### config.mk
export PLATFORM = sky130hd
export DESIGN_NAME = prbs7_tx_pattern_gen_flat
export DESIGN_NICKNAME = d
export VERILOG_FILES = /design/src/rtl/prbs7_tx_pattern_gen_if.sv /design/src/rtl/prbs7_tx_pattern_gen.sv /design/src/flat_wrapper.sv
export SDC_FILE = /design/constraint.sdc
export NUM_CORES = 1
export LEC_CHECK = 0
export CAP_MARGIN = 5
export CORE_ASPECT_RATIO = 2
export CORE_MARGIN = 2
export CORE_UTILIZATION = 40
export DETAILED_ROUTE_END_ITERATION = 6
export SYNTH_ARGS = -nofsm -noshare
export SYNTH_HDL_FRONTEND = slang
export SYNTH_SLANG_ARGS = --single-unit
export TNS_END_PERCENT = 30
### constraint.sdc
create_clock -name clk -period 3.2 [get_ports clk]
set_input_delay 0.64 -clock clk [delete_from_list [all_inputs] [get_ports clk]]
set_output_delay 0.64 -clock clk [all_outputs]
set_load 0.005 [all_outputs]
### src/rtl/prbs7_tx_pattern_gen_if.sv
// Control and data bundle for the transmit-side PRBS7 pattern generator.
//   enable      level request to generate words
//   seed        initial 7-bit LFSR history (bit 0 = oldest sequence bit)
//   slip        pulse: drop one extra sequence bit in the next word
//   inj_req     pulse: flip bit inj_bit of the next word
//   inj_bit     bit index to flip (modulo WORDWIDTH)
//   inj_period  0 = no automatic injection, N = flip every Nth RUN word
//   dout        registered PRBS word, dout[0] is the first serial bit
//   dout_valid  high while the generator is running
//   inj_count   saturating count of flipped words since reset
// modport master: the controlling side; modport slave: the generator.
interface prbs7_tx_pattern_gen_if #(
    parameter int WORDWIDTH = 64,
    parameter int CNTWIDTH  = 16
);
    logic                 enable;
    logic [6:0]           seed;
    logic                 slip;
    logic                 inj_req;
    logic [5:0]           inj_bit;
    logic [CNTWIDTH-1:0]  inj_period;
    logic [WORDWIDTH-1:0] dout;
    logic                 dout_valid;
    logic [CNTWIDTH-1:0]  inj_count;

    modport master (
        output enable, seed, slip, inj_req, inj_bit, inj_period,
        input  dout, dout_valid, inj_count
    );

    modport slave (
        input  enable, seed, slip, inj_req, inj_bit, inj_period,
        output dout, dout_valid, inj_count
    );
endinterface

### src/rtl/prbs7_tx_pattern_gen.sv
// Transmit-side PRBS7 (x^7 + x^6 + 1) word generator for the GT link test path.
// Emits one WORDWIDTH-bit word per clock, LSB first in serial order, with
// controllable single-bit error injection (manual and periodic) and one-bit
// sequence slips for exercising the receive aligner and error counters.
// Ports:
//   clk    tx user clock
//   reset  synchronous, active-high; overrides every other input
//   bus    slave side of prbs7_tx_pattern_gen_if (controls in, word/status out)
module prbs7_tx_pattern_gen #(
    parameter int WORDWIDTH = 64,
    parameter int CNTWIDTH  = 16
) (
    input  logic                     clk,
    input  logic                     reset,
    prbs7_tx_pattern_gen_if.slave    bus
);

    typedef enum logic [1:0] {
        ST_IDLE = 2'd0,
        ST_LOAD = 2'd1,
        ST_RUN  = 2'd2
    } state_t;

    // History (7 bits) plus enough new bits for a word with one slipped bit.
    localparam int EXTW = WORDWIDTH + 8;

    // Extends the 7-bit history (bit 0 oldest) with s[n] = s[n-6] ^ s[n-7].
    function automatic logic [EXTW-1:0] prbs_extend(input logic [6:0] hist);
        logic [EXTW-1:0] ext;
        ext      = {EXTW{1'b0}};
        ext[6:0] = hist;
        for (int k = 0; k < EXTW - 7; k++) begin
            ext[k + 7] = ext[k + 1] ^ ext[k];
        end
        return ext;
    endfunction

    state_t               state_r, state_nxt_s;
    logic [6:0]           hist_r, hist_nxt_s, hist_src_s, hist_adv_s, seed_fix_s;
    logic [EXTW-1:0]      ext_s;
    logic [WORDWIDTH-1:0] word_s, mask_s, dout_r, dout_nxt_s;
    logic                 valid_r, valid_nxt_s;
    logic                 run_word_s, slip_s, per_evt_s, flip_s;
    logic [CNTWIDTH-1:0]  per_cnt_r, per_cnt_nxt_s, per_cnt_inc_s;
    logic [CNTWIDTH-1:0]  per_act_r, per_act_nxt_s;
    logic [CNTWIDTH-1:0]  inj_cnt_r, inj_cnt_nxt_s;
    int                   bit_idx_s;

    // Sequence datapath: candidate word and advanced history for this cycle.
    always_comb begin
        seed_fix_s    = (bus.seed == 7'h00) ? 7'h7F : bus.seed;
        hist_src_s    = (state_r == ST_LOAD) ? seed_fix_s : hist_r;
        run_word_s    = (state_r == ST_RUN) && bus.enable;
        slip_s        = run_word_s && bus.slip;
        ext_s         = prbs_extend(hist_src_s);
        if (slip_s) begin
            word_s     = ext_s[8 +: WORDWIDTH];
            hist_adv_s = ext_s[WORDWIDTH + 1 +: 7];
        end else begin
            word_s     = ext_s[7 +: WORDWIDTH];
            hist_adv_s = ext_s[WORDWIDTH +: 7];
        end
        // Periodic event fires when the 1-based word count reaches the active period.
        per_cnt_inc_s = per_cnt_r + CNTWIDTH'(1'b1);
        per_evt_s     = run_word_s && (per_act_r != {CNTWIDTH{1'b0}}) && (per_cnt_inc_s == per_act_r);
        // Manual and periodic requests on the same word collapse into one flip.
        flip_s        = run_word_s && (bus.inj_req || per_evt_s);
        bit_idx_s     = 32'(bus.inj_bit) % WORDWIDTH;
        if (flip_s) begin
            mask_s = {{(WORDWIDTH - 1){1'b0}}, 1'b1} << bit_idx_s;
        end else begin
            mask_s = {WORDWIDTH{1'b0}};
        end
    end

    // FSM next state and next values of all registers.
    always_comb begin
        state_nxt_s   = state_r;
        hist_nxt_s    = hist_r;
        dout_nxt_s    = dout_r;
        per_cnt_nxt_s = per_cnt_r;
        per_act_nxt_s = per_act_r;
        inj_cnt_nxt_s = inj_cnt_r;
        case (state_r)
            ST_IDLE: begin
                if (bus.enable) begin
                    state_nxt_s = ST_LOAD;
                end else begin
                    state_nxt_s = ST_IDLE;
                end
            end
            ST_LOAD: begin
                // The first word is generated straight from the seed.
                state_nxt_s   = ST_RUN;
                hist_nxt_s    = hist_adv_s;
                dout_nxt_s    = word_s;
                per_cnt_nxt_s = {CNTWIDTH{1'b0}};
                per_act_nxt_s = bus.inj_period;
            end
            ST_RUN: begin
                if (bus.enable) begin
                    state_nxt_s = ST_RUN;
                    hist_nxt_s  = hist_adv_s;
                    dout_nxt_s  = word_s ^ mask_s;
                    // A new period is only adopted at a wrap (or while disabled).
                    if ((per_act_r == {CNTWIDTH{1'b0}}) || per_evt_s) begin
                        per_cnt_nxt_s = {CNTWIDTH{1'b0}};
                        per_act_nxt_s = bus.inj_period;
                    end else begin
                        per_cnt_nxt_s = per_cnt_inc_s;
                    end
                    if (flip_s && (inj_cnt_r != {CNTWIDTH{1'b1}})) begin
                        inj_cnt_nxt_s = inj_cnt_r + CNTWIDTH'(1'b1);
                    end else begin
                        inj_cnt_nxt_s = inj_cnt_r;
                    end
                end else begin
                    state_nxt_s = ST_IDLE;
                end
            end
            default: begin
                state_nxt_s = ST_IDLE;
            end
        endcase
        valid_nxt_s = (state_nxt_s == ST_RUN);
    end

    // State and output registers with synchronous reset.
    always_ff @(posedge clk) begin
        if (reset) begin
            state_r   <= ST_IDLE;
            hist_r    <= 7'h00;
            dout_r    <= {WORDWIDTH{1'b0}};
            valid_r   <= 1'b0;
            per_cnt_r <= {CNTWIDTH{1'b0}};
            per_act_r <= {CNTWIDTH{1'b0}};
            inj_cnt_r <= {CNTWIDTH{1'b0}};
        end else begin
            state_r   <= state_nxt_s;
            hist_r    <= hist_nxt_s;
            dout_r    <= dout_nxt_s;
            valid_r   <= valid_nxt_s;
            per_cnt_r <= per_cnt_nxt_s;
            per_act_r <= per_act_nxt_s;
            inj_cnt_r <= inj_cnt_nxt_s;
        end
    end

    assign bus.dout       = dout_r;
    assign bus.dout_valid = valid_r;
    assign bus.inj_count  = inj_cnt_r;

endmodule
### src/flat_wrapper.sv
// flat-port wrapper written by rule: the top's interface ports become plain ports
module prbs7_tx_pattern_gen_flat 
#(
    parameter int WORDWIDTH = 64,
    parameter int CNTWIDTH  = 16
)
  (clk, reset, bus_enable, bus_seed, bus_slip, bus_inj_req, bus_inj_bit, bus_inj_period, bus_dout, bus_dout_valid, bus_inj_count);
  prbs7_tx_pattern_gen_if #(.WORDWIDTH(WORDWIDTH), .CNTWIDTH(CNTWIDTH)) bus_i ();
  input  logic clk;
  input  logic reset;
  input wire logic [$bits(bus_i.enable)-1:0] bus_enable;
  input wire logic [$bits(bus_i.seed)-1:0] bus_seed;
  input wire logic [$bits(bus_i.slip)-1:0] bus_slip;
  input wire logic [$bits(bus_i.inj_req)-1:0] bus_inj_req;
  input wire logic [$bits(bus_i.inj_bit)-1:0] bus_inj_bit;
  input wire logic [$bits(bus_i.inj_period)-1:0] bus_inj_period;
  output wire logic [$bits(bus_i.dout)-1:0] bus_dout;
  output wire logic [$bits(bus_i.dout_valid)-1:0] bus_dout_valid;
  output wire logic [$bits(bus_i.inj_count)-1:0] bus_inj_count;
  assign bus_i.enable = bus_enable;
  assign bus_i.seed = bus_seed;
  assign bus_i.slip = bus_slip;
  assign bus_i.inj_req = bus_inj_req;
  assign bus_i.inj_bit = bus_inj_bit;
  assign bus_i.inj_period = bus_inj_period;
  assign bus_dout = bus_i.dout;
  assign bus_dout_valid = bus_i.dout_valid;
  assign bus_inj_count = bus_i.inj_count;
  prbs7_tx_pattern_gen #(.WORDWIDTH(WORDWIDTH), .CNTWIDTH(CNTWIDTH)) u_core (.clk(clk), .reset(reset), .bus(bus_i));
endmodule
==> results summary <==
Of the synthesized area, sequential elements account for 0.280. The largest vdd supply drop is 793 uV. The global-route usage over all layers came out at 0.313. The number of nets produced by synthesis is 1148. The number of DRC markers in iteration 0 is 504. The achievable clock frequency came out at 300 MHz. The most used flip-flop cell after synthesis is sky130_fd_sc_hd__dfxtp_1.

The detailed-router iteration count before antenna repair came out at 5. The mean area per synthesized cell is 7.85 um2. The die covers 23100 um2. Across all setup checks in the final design, the least slack found is -0.129 ns. The fraction of final layout cells sized beyond drive strength 1 is 0.267. For the pin with the worst max-slew slack, the measured transition is 0.721 ns. The share of synthesized registers carrying an async set or reset is 0. The worst setup path is captured at a register. The longest clock path from root to sink contains 2 buffers. The final core area utilization came out at 0.599. The row count came out at 76. The last weighted congestion value of the routability-driven placer is 1.04. Counting I/O delays and the setup requirement, the final critical path takes 3.33 ns. The count of endpoints failing setup in the final report came out at 46. Entering global routing, the biggest net connects 61 pins. The yosys synthesis warning count is 0. The initial utilization of the core area, before any placement, comes to 0.406. The via count came out at 9420.

Setup total negative slack on the finished layout was measured at -2.34 ns. The run finished, with violations left. Clock tree synthesis found a total of 122 sinks. In the final design database the tool counted 1425 nets. The period utilization is 1.04. The final HPWL from detailed placement came out at 27.7 mm. Clock latency on the worst-skew pair, taken at its later pin, is 0.45 ns.

The root buffer cell chosen for the clock tree is sky130_fd_sc_hd__clkbuf_16. The leakage dissipation is 4.90 nW. The number of global-route vias before repair came out at 9464. The chip width came out at 108 um. STA classifies the critical path startpoint as a register. After detailed routing, the average wire length per cell comes to 21.2 um. The number of vias per cell after detailed routing is 5.62. From synthesis to final layout, the design area changed by 47.5%. The H-tree level count is 4. The number of filler instances in the final layout is 2037.

The region available for standard cell placement spans 21500 um2. The worst slew margin relative to its limit came out at 0.519. The CTS tree is built. The worst clock skew came out at 0.0126 ns. The required time of the critical path came out at 3.56 ns. Data arrives at the worst endpoint at 3.69 ns.

The count of state elements after synthesis came out at 122. The critical path is of the reg -> reg type. In this run the worst setup path begins at u_core.per_cnt_r[0].

Setup repair after global routing could not meet its margin everywhere. The global-route wire length before repair is 53.4 mm. The count of pins on the block boundary came out at 115. The checks that failed: setup timing.

The TritonCTS buffer count is 17. The power density over cell area is 813 nW/um2. The netlist uses 73 different library cells. The detail route stage leaves a number of antenna-violating nets equal to 0. The final count of pins violating max slew came out at 0. The clock transition at the register clock pins on the worst setup and hold paths after CTS is 0.06 ns. The class of the worst hold path is reg -> reg. The repair_antennas step left the layout with diodes totalling 0. Overall power consumption after layout is estimated at 10.5 mW.

The count of port buffers added during placement came out at 114. The count of endpoints failing hold in the final timing report came out at 0. The gate count after technology mapping came out at 1112. The DRC violation count after routing came out at 0. The biggest fanout along the worst timing path is 26. The library cells used most frequently in the layout, excluding fill and tap cells, are sky130_fd_sc_hd__buf_4 (213), sky130_fd_sc_hd__nor2_1 (118), sky130_fd_sc_hd__dfxtp_1 (118). The worst register-to-register path begins at u_core.per_cnt_r[0]. The number of synthesized flops with an enable pin came out at 0. The number of antenna violations at the first check in global routing came out at 0. The reported max-cap violation count is 0. The chip height came out at 213 um.

The routed design has 35.5 mm of wire. In this run the most critical hold path is launched from u_core.bus.dout[15]. After synthesis the cells add up to 8730 um2. Global routing finished with a remaining overflow of 0. The most frequent standard cell in the layout excluding fill and tap cells is sky130_fd_sc_hd__buf_4.
-- logic make-up after synthesis --
| family | count (synthesis) | synth area share |
|---|---|---|
| and+or+nand+nor | 441 | 0.277 |
| AOI/OAI and AO/OA | 256 | 0.186 |
| xor gates and xnor gates | 151 | 0.159 |
| buffers and inverters | 100 | 0.0496 |
| muxes | 40 | 0.0463 |
| DFF | 122 | 0.280 |
| adders and majority gates | 2 | 0.00286 |
-- worst max-delay path: stages (launching register included) --
cell,delay (ns)
sky130_fd_sc_hd__dfxtp_2,0.34
sky130_fd_sc_hd__buf_6,0.12
sky130_fd_sc_hd__buf_6,0.12
sky130_fd_sc_hd__xnor2_2,0.13
sky130_fd_sc_hd__a211oi_2,0.27
sky130_fd_sc_hd__o2111ai_2,0.17
sky130_fd_sc_hd__or4_4,0.57
sky130_fd_sc_hd__nor4b_4,0.29
sky130_fd_sc_hd__buf_4,0.17
sky130_fd_sc_hd__a21oi_4,0.10
sky130_fd_sc_hd__buf_12,0.21
sky130_fd_sc_hd__nor3_1,0.35
sky130_fd_sc_hd__xor2_1,0.14
sky130_fd_sc_hd__a211oi_1,0.24
-- metal layers --
metal  global-route usage  routed length [um]  up-vias  part of all wire
li1                     -                   -     4527                 -
met1                0.294               11600     4480              0.33
met2                0.591               19900      302              0.56
met3               0.0443                1230      111             0.035
met4                0.237                2720        0             0.077
met5                    0                   0        -                 0
-- path summary, 6_finish.rpt --
| path | endpoint | slack (ns) | cells past startpoint |
|---|---|---|---|
| setup / recovery | u_core.bus.dout[23] | -0.13 | 13 |
| hold / removal | u_core.bus.dout[15] | 0.46 | 2 |
| setup reg to reg | u_core.bus.dout[23] | -0.13 | 13 |
| hold reg to reg | u_core.bus.dout[15] | 0.46 | 2 |
-- per-stage QoR --
step / area, um2 / instances / setup WS [ns] / hold slack [ns]
floorplan: 8740 / 1112 / 0.0203 / 0.439
global placement: 11600 / 1634 / -0.653 / 0.442
detailed placement: 11600 / 1634 / -0.708 / 0.448
CTS: 12600 / 1671 / -0.126 / 0.455
global route: 12900 / 1675 / -0.226 / 0.474
finish: 12900 / 1675 / -0.129 / 0.457
-- report_power, final --
group	internal, mW	total, mW	switching, mW
sequential	1.71	1.88	0.173
combinational	3.37	6.75	3.38
clock	1.10	1.84	0.741
-- cell type report --
type                       instances  area, um2  area share
inverter                          14       52.6     0.00408
clock inverter                    12        100     0.00777
sequential                       122       2450       0.190
multi-input combinational        890       6450       0.501
timing repair buffer             344       3030       0.235
tap                              273        342      0.0265
clock buffer                      20        457      0.0354
-- sequential cells by signal, indices dropped and copies added (netlist names) --
signal                 cells
u_core.state_r             2
u_core.hist_r              7
u_core.bus.dout_valid      1
u_core.per_cnt_r          16
u_core.bus.dout           64
u_core.bus.inj_count      16
u_core.per_act_r          16
-- repair_timing --
item,in CTS,in global routing
pin swaps,39,18
setup endpoints to repair,94,102
hold buffers,0,0
cloned,1,0
setup buffers,5,4
gates resized for setup,60,52
-- synthesized netlist by cell type (13+ instances only) --
| cell type | instances | area (um2) |
|---|---|---|
| sky130_fd_sc_hd__nor3_2 | 18 | 180 |
| sky130_fd_sc_hd__nor3_1 | 30 | 150 |
| sky130_fd_sc_hd__a21oi_1 | 77 | 385 |
| sky130_fd_sc_hd__nor2_1 | 120 | 450 |
| sky130_fd_sc_hd__xnor2_1 | 92 | 806 |
| sky130_fd_sc_hd__a211oi_1 | 46 | 345 |
| sky130_fd_sc_hd__mux2i_1 | 37 | 370 |
| sky130_fd_sc_hd__nand3_1 | 33 | 165 |
| sky130_fd_sc_hd__nor4_1 | 17 | 106 |
| sky130_fd_sc_hd__nand2_1 | 104 | 390 |
| sky130_fd_sc_hd__or4_1 | 14 | 105 |
| sky130_fd_sc_hd__dfxtp_1 | 122 | 2440 |
| sky130_fd_sc_hd__buf_2 | 22 | 110 |
| sky130_fd_sc_hd__clkbuf_1 | 55 | 206 |
| sky130_fd_sc_hd__or3_1 | 13 | 81.3 |
| sky130_fd_sc_hd__o21ai_0 | 52 | 260 |
| sky130_fd_sc_hd__xor2_1 | 54 | 473 |
(Power assumes the default switching activity.)
==> variant 1, RTL diff (config.mk and constraints unchanged) <==
The 3 states of `state_t` get a one-hot encoding in 3 bits.
--- a/src/rtl/prbs7_tx_pattern_gen.sv
+++ b/src/rtl/prbs7_tx_pattern_gen.sv
@@ -15,10 +15,10 @@
     prbs7_tx_pattern_gen_if.slave    bus
 );
 
-    typedef enum logic [1:0] {
-        ST_IDLE = 2'd0,
-        ST_LOAD = 2'd1,
-        ST_RUN  = 2'd2
+    typedef enum logic [2:0] {
+        ST_IDLE = 3'b001,
+        ST_LOAD = 3'b010,
+        ST_RUN  = 3'b100
     } state_t;
 
     // History (7 bits) plus enough new bits for a word with one slipped bit.
Behaviour: same outputs for any inputs over 4 cycles, from zero or initial values and one cycle with reset high; so few cycles prove little.
==> variant 1 against the original RTL <==
- die area is 3.7% lower
- via count shrank 11%
- clock skew down 5.0 ps
- sequential cell count up 1
- synthesized cell count shrank 7.0%
- cell area shrank 8.3%
- synthesized area down 3.8%
- non-clock buffer count shrank 69
- global-route usage fell by 3.6 points
- setup slack improved by 170 ps
- wire length shrank 14%
- critical path type unchanged
Power is not compared: it rests on default switching activity, and its combinational part moved more than twofold at a synthesized area within 25%.
==> variant 1: results <==
group,metric,value,unit
run_status,status,"completed",
place,post-dp-hpwl,23100,µm
routing,drt_wl_total,30600,µm
worst_setup_path,worstPathArrival,3510,ps
global_routing,grt_usage,27.6,%
timing,fin_worst_skew,7.64,ps
worst_setup_path,crit_end,"u_core.bus.dout[11]",
worst_hold_path,hold_start,"u_core.bus.dout[22]",
clock_network,clk_path_buf_depth,2,
global_routing,first_global_vias,8608,
worst_setup_path,slowest_stage,"a222oi_1",
pwr,p_clk_share,42.3,%
clock_network,htreeDepth,4,
synthesis,ys_top_cells_by_area,"dfxtp_1, xnor2_1, nor2_1",
worst_hold_path,hold_end,"u_core.bus.dout[22]",
global_routing,grt_pass1_wl,46400,µm
global_routing,grt_max_degree,88,
worst_setup_path,path_delay_family,"compound AO/OA/AOI/OAI gates",
clock_network,post_cts_resized,23,
worst_setup_path,rr_worst_depth,11,
routing,num_vias,8415,
worst_hold_path,holdPathStages,2,
routing,firstDrtPassIters,5,
synthesis,synth_fp_nets,1070,
worst_setup_path,slowest_delay,460,ps
synthesis,synth_commonest_cells,"nor2_1, dfxtp_1, xnor2_1",
worst_setup_path,path_max_fanout,9,
timing,fin_ws,42.9,ps
place,place_ws,-640,ps
worst_setup_path,crit_type,"register to register",
layout,drive_gt1_share,21.7,%
layout,fillers,1964,
layout,fin_nets,1289,
clock_network,clkLatencyLatePin,420,ps
synthesis,synth_cell_type_count,75,
timing,worstMarginPinSlew,613,ps
place,gp_congestion,1.01,
synthesis,synth.yosys.seq_area_share,29.3,%
pwr,power.switching,1.34,mW
routing,drtIter0Drc,490,
variant 1: cell count changes after synthesis, sizes merged, moves of 12 or more:
cell,unedited run,this run
a21oi,78,66
nand2,104,89
nand3,34,46
nand4,11,34
nor2,120,141
nor3,48,14
nor4,31,8
xnor2,93,120
variant 1: metrics by stage:
stage / hold WS (ps) / area (µm²) / power (mW) / cells
global route: 474 / 11800 / 5.00 / 1535
finish: 449 / 11800 / 4.82 / 1535
detailed placement: 444 / 10800 / 2.74 / 1489
floorplan: 430 / 8400 / 2.26 / 1034
CTS: 452 / 11600 / 4.80 / 1528
global placement: 442 / 10800 / 2.73 / 1489
variant 1: logic make-up after synthesis:
kind of cell             share of synthesized area, %
AO/OA/AOI/OAI                                    13.6
AND/OR/NAND/NOR                                  24.7
buffers and inverters                            5.00
multiplexers                                     5.33
XOR/XNOR                                         21.7
flip-flops                                       29.3
adder cells (fa/ha/maj)                         0.298
variant 1: area by class of cell:
type                    instances  area, µm²  share of cell area (%)
clock buffers                  21        450                    3.81
clock inverters                11        169                    1.43
inverters                      12       45.0                   0.381
multi-input cells             824       5780                    48.9
flip-flops and latches        123       2460                    20.9
well taps                     269        337                    2.85
repair buffers                275       2560                    21.7
variant 1: worst register-to-register path: cells and delay by family (launching register included):
family	cells	cell delay [ps]
and+or+nand+nor	3	490
buffers and inverters	1	280
DFF	1	330
xor gates and xnor gates	1	190
adders and majority gates	1	160
AOI/OAI and AO/OA	5	1640
variant 1: routing by layer:
| metal | track usage, % | wire, µm | vias up |
|---|---|---|---|
| met5 | 0 | 0 | - |
| met1 | 26.4 | 10400 | 3945 |
| li1 | - | - | 4032 |
| met4 | 21.8 | 2590 | 0 |
| met2 | 51.6 | 16500 | 302 |
| met3 | 3.59 | 1100 | 136 |
==> variant 2, RTL diff (same settings) <==
Made on the original files. `WORDWIDTH` is set to 64 in 3 places; all go to 72.
--- a/src/rtl/prbs7_tx_pattern_gen_if.sv
+++ b/src/rtl/prbs7_tx_pattern_gen_if.sv
@@ -10,7 +10,7 @@
 //   inj_count   saturating count of flipped words since reset
 // modport master: the controlling side; modport slave: the generator.
 interface prbs7_tx_pattern_gen_if #(
-    parameter int WORDWIDTH = 64,
+    parameter int WORDWIDTH = 72,
     parameter int CNTWIDTH  = 16
 );
     logic                 enable;
--- a/src/rtl/prbs7_tx_pattern_gen.sv
+++ b/src/rtl/prbs7_tx_pattern_gen.sv
@@ -7,7 +7,7 @@
 //   reset  synchronous, active-high; overrides every other input
 //   bus    slave side of prbs7_tx_pattern_gen_if (controls in, word/status out)
 module prbs7_tx_pattern_gen #(
-    parameter int WORDWIDTH = 64,
+    parameter int WORDWIDTH = 72,
     parameter int CNTWIDTH  = 16
 ) (
     input  logic                     clk,
--- a/src/flat_wrapper.sv
+++ b/src/flat_wrapper.sv
@@ -1,7 +1,7 @@
 // flat-port wrapper written by rule: the top's interface ports become plain ports
 module prbs7_tx_pattern_gen_flat 
 #(
-    parameter int WORDWIDTH = 64,
+    parameter int WORDWIDTH = 72,
     parameter int CNTWIDTH  = 16
 )
   (clk, reset, bus_enable, bus_seed, bus_slip, bus_inj_req, bus_inj_bit, bus_inj_period, bus_dout, bus_dout_valid, bus_inj_count);
Interface: changed (resized bus_dout); port bits go from 115 to 123. No check against the original RTL was run, so the function may have changed too.
==> variant 2 against the original RTL <==
- clock skew is 4.6 ps lower
- sequential cell count is 1 higher
- wire length is 11% lower
- core utilization is 0.92 points lower
- synthesized cell count is 4.6% lower
- cell count is 4.5% lower
- cell area is 3.7% lower
- synthesized area is 1.9% lower
- setup slack better by 200 ps
Power is not shown: default switching activity piles up to over one toggle a cycle in this logic, so the estimate is an artifact.
==> variant 2: results <==
group,metric,value,unit
synthesis,ys_top_cells_by_area,"dfxtp_1, xnor2_1, xor2_1",
worst_setup_path,slowest_stage,"or4b_4",
clock_network,cts.clk_slew.worst_paths,60,ps
layout,fin_nets,1354,
routing,drtIter0Drc,465,
global_routing,first_global_vias,8631,
worst_setup_path,slowest_delay,550,ps
synthesis,avgSynthCellArea,8.07,µm²
layout,fillers,1952,
global_routing,grt_pass1_wl,47100,µm
global_routing,grt_usage,27.8,%
worst_setup_path,worstPathArrival,3490,ps
synthesis,synth_flop_cell,"dfxtp_1",
routing,drt_wl_total,31600,µm
run_status,status,"completed",
global_routing,antenna_found_initial,0,
place,portBuffers,122,
routing,viasPerCell,5.38,
layout,fin_cells,1600,
synthesis,synth.yosys.seq_area_share,28.8,%
synthesis,synth_cell_type_count,79,
layout,drive_gt1_share,24.9,%
worst_hold_path,hold_class,"register to register",
layout,largest_reg_flops,71,
synthesis,synth_commonest_cells,"nor2_1, dfxtp_1, xnor2_1",
synthesis,synth_fp_nets,1097,
clock_network,cts_made_buffers,17,
clock_network,clkLatencyLatePin,430,ps
timing,worstMarginPinSlew,805,ps
place,post-dp-hpwl,24600,µm
place,gp_congestion,1.00,
routing,firstDrtPassIters,5,
global_routing,grt_max_degree,82,
place,place_ws,-649,ps
timing,fin_worst_skew,7.98,ps
worst_setup_path,path_max_fanout,7,
place,placed_area,11300,µm²
==> variant 2: changes by cell type after synthesis, sizes merged, moves of 10 or more <==
| cell | change |
|---|---|
| buf | -10 |
| a21oi | -12 |
| nor2 | +10 |
| nand3b | +10 |
| nor4 | -10 |
| or4 | -13 |
| xor2 | +11 |
| nand3 | -18 |
| xnor2 | +23 |
| a211oi | -13 |
==> variant 2: repair_timing <==
item                                    CTS  global route
setup buffers                             6             7
pin swaps                                14            21
gates cloned                              1             0
endpoints found under the setup margin   65            68
resized for setup                        38            57
==> variant 2: through the flow <==
step	setup TNS, ps	util [%]
after detailed placement	-45700	53.5
after global routing	-390	59.0
final	0	59.0
after global placement	-43080	53.5
after floorplan	-170	-
after CTS	-44.5	57.4
==> variant 2: cells by family after synthesis <==
family / synth area share, %
muxes: 5.08
adders and majority gates: 0.292
and+or+nand+nor: 23.3
AOI/OAI and AO/OA: 14.9
buffers and inverters: 4.57
DFF: 28.8
xor gates and xnor gates: 23.1
==> variant 2: final cells by class <==
cell class	count	area share, %
Clock buffer	17	3.43
Clock inverter	15	1.35
Inverter	11	0.333
Multi-Input combinational cell	846	49.6
Sequential cell	123	20.0
Tap cell	269	2.71
Timing Repair Buffer	319	22.6
==> variant 2: metal layers <==
metal	up-vias	GRT usage (%)	share of wire [%]
li1	4203	-	-
met2	233	54.0	55
met3	121	4.35	3.1
met4	0	19.4	8.1
met1	4053	25.3	33
met5	-	0	0
==> variant 2: path summary, 6_finish.rpt <==
path,to,start,depth (start not counted),slack (ps)
min reg2reg,u_core.bus.dout[22],u_core.bus.dout[22],2,460
max,u_core.bus.inj_count[13],u_core.per_cnt_r[7],10,70
min,u_core.bus.dout[22],u_core.bus.dout[22],2,460
max reg2reg,u_core.bus.inj_count[13],u_core.per_cnt_r[7],10,70
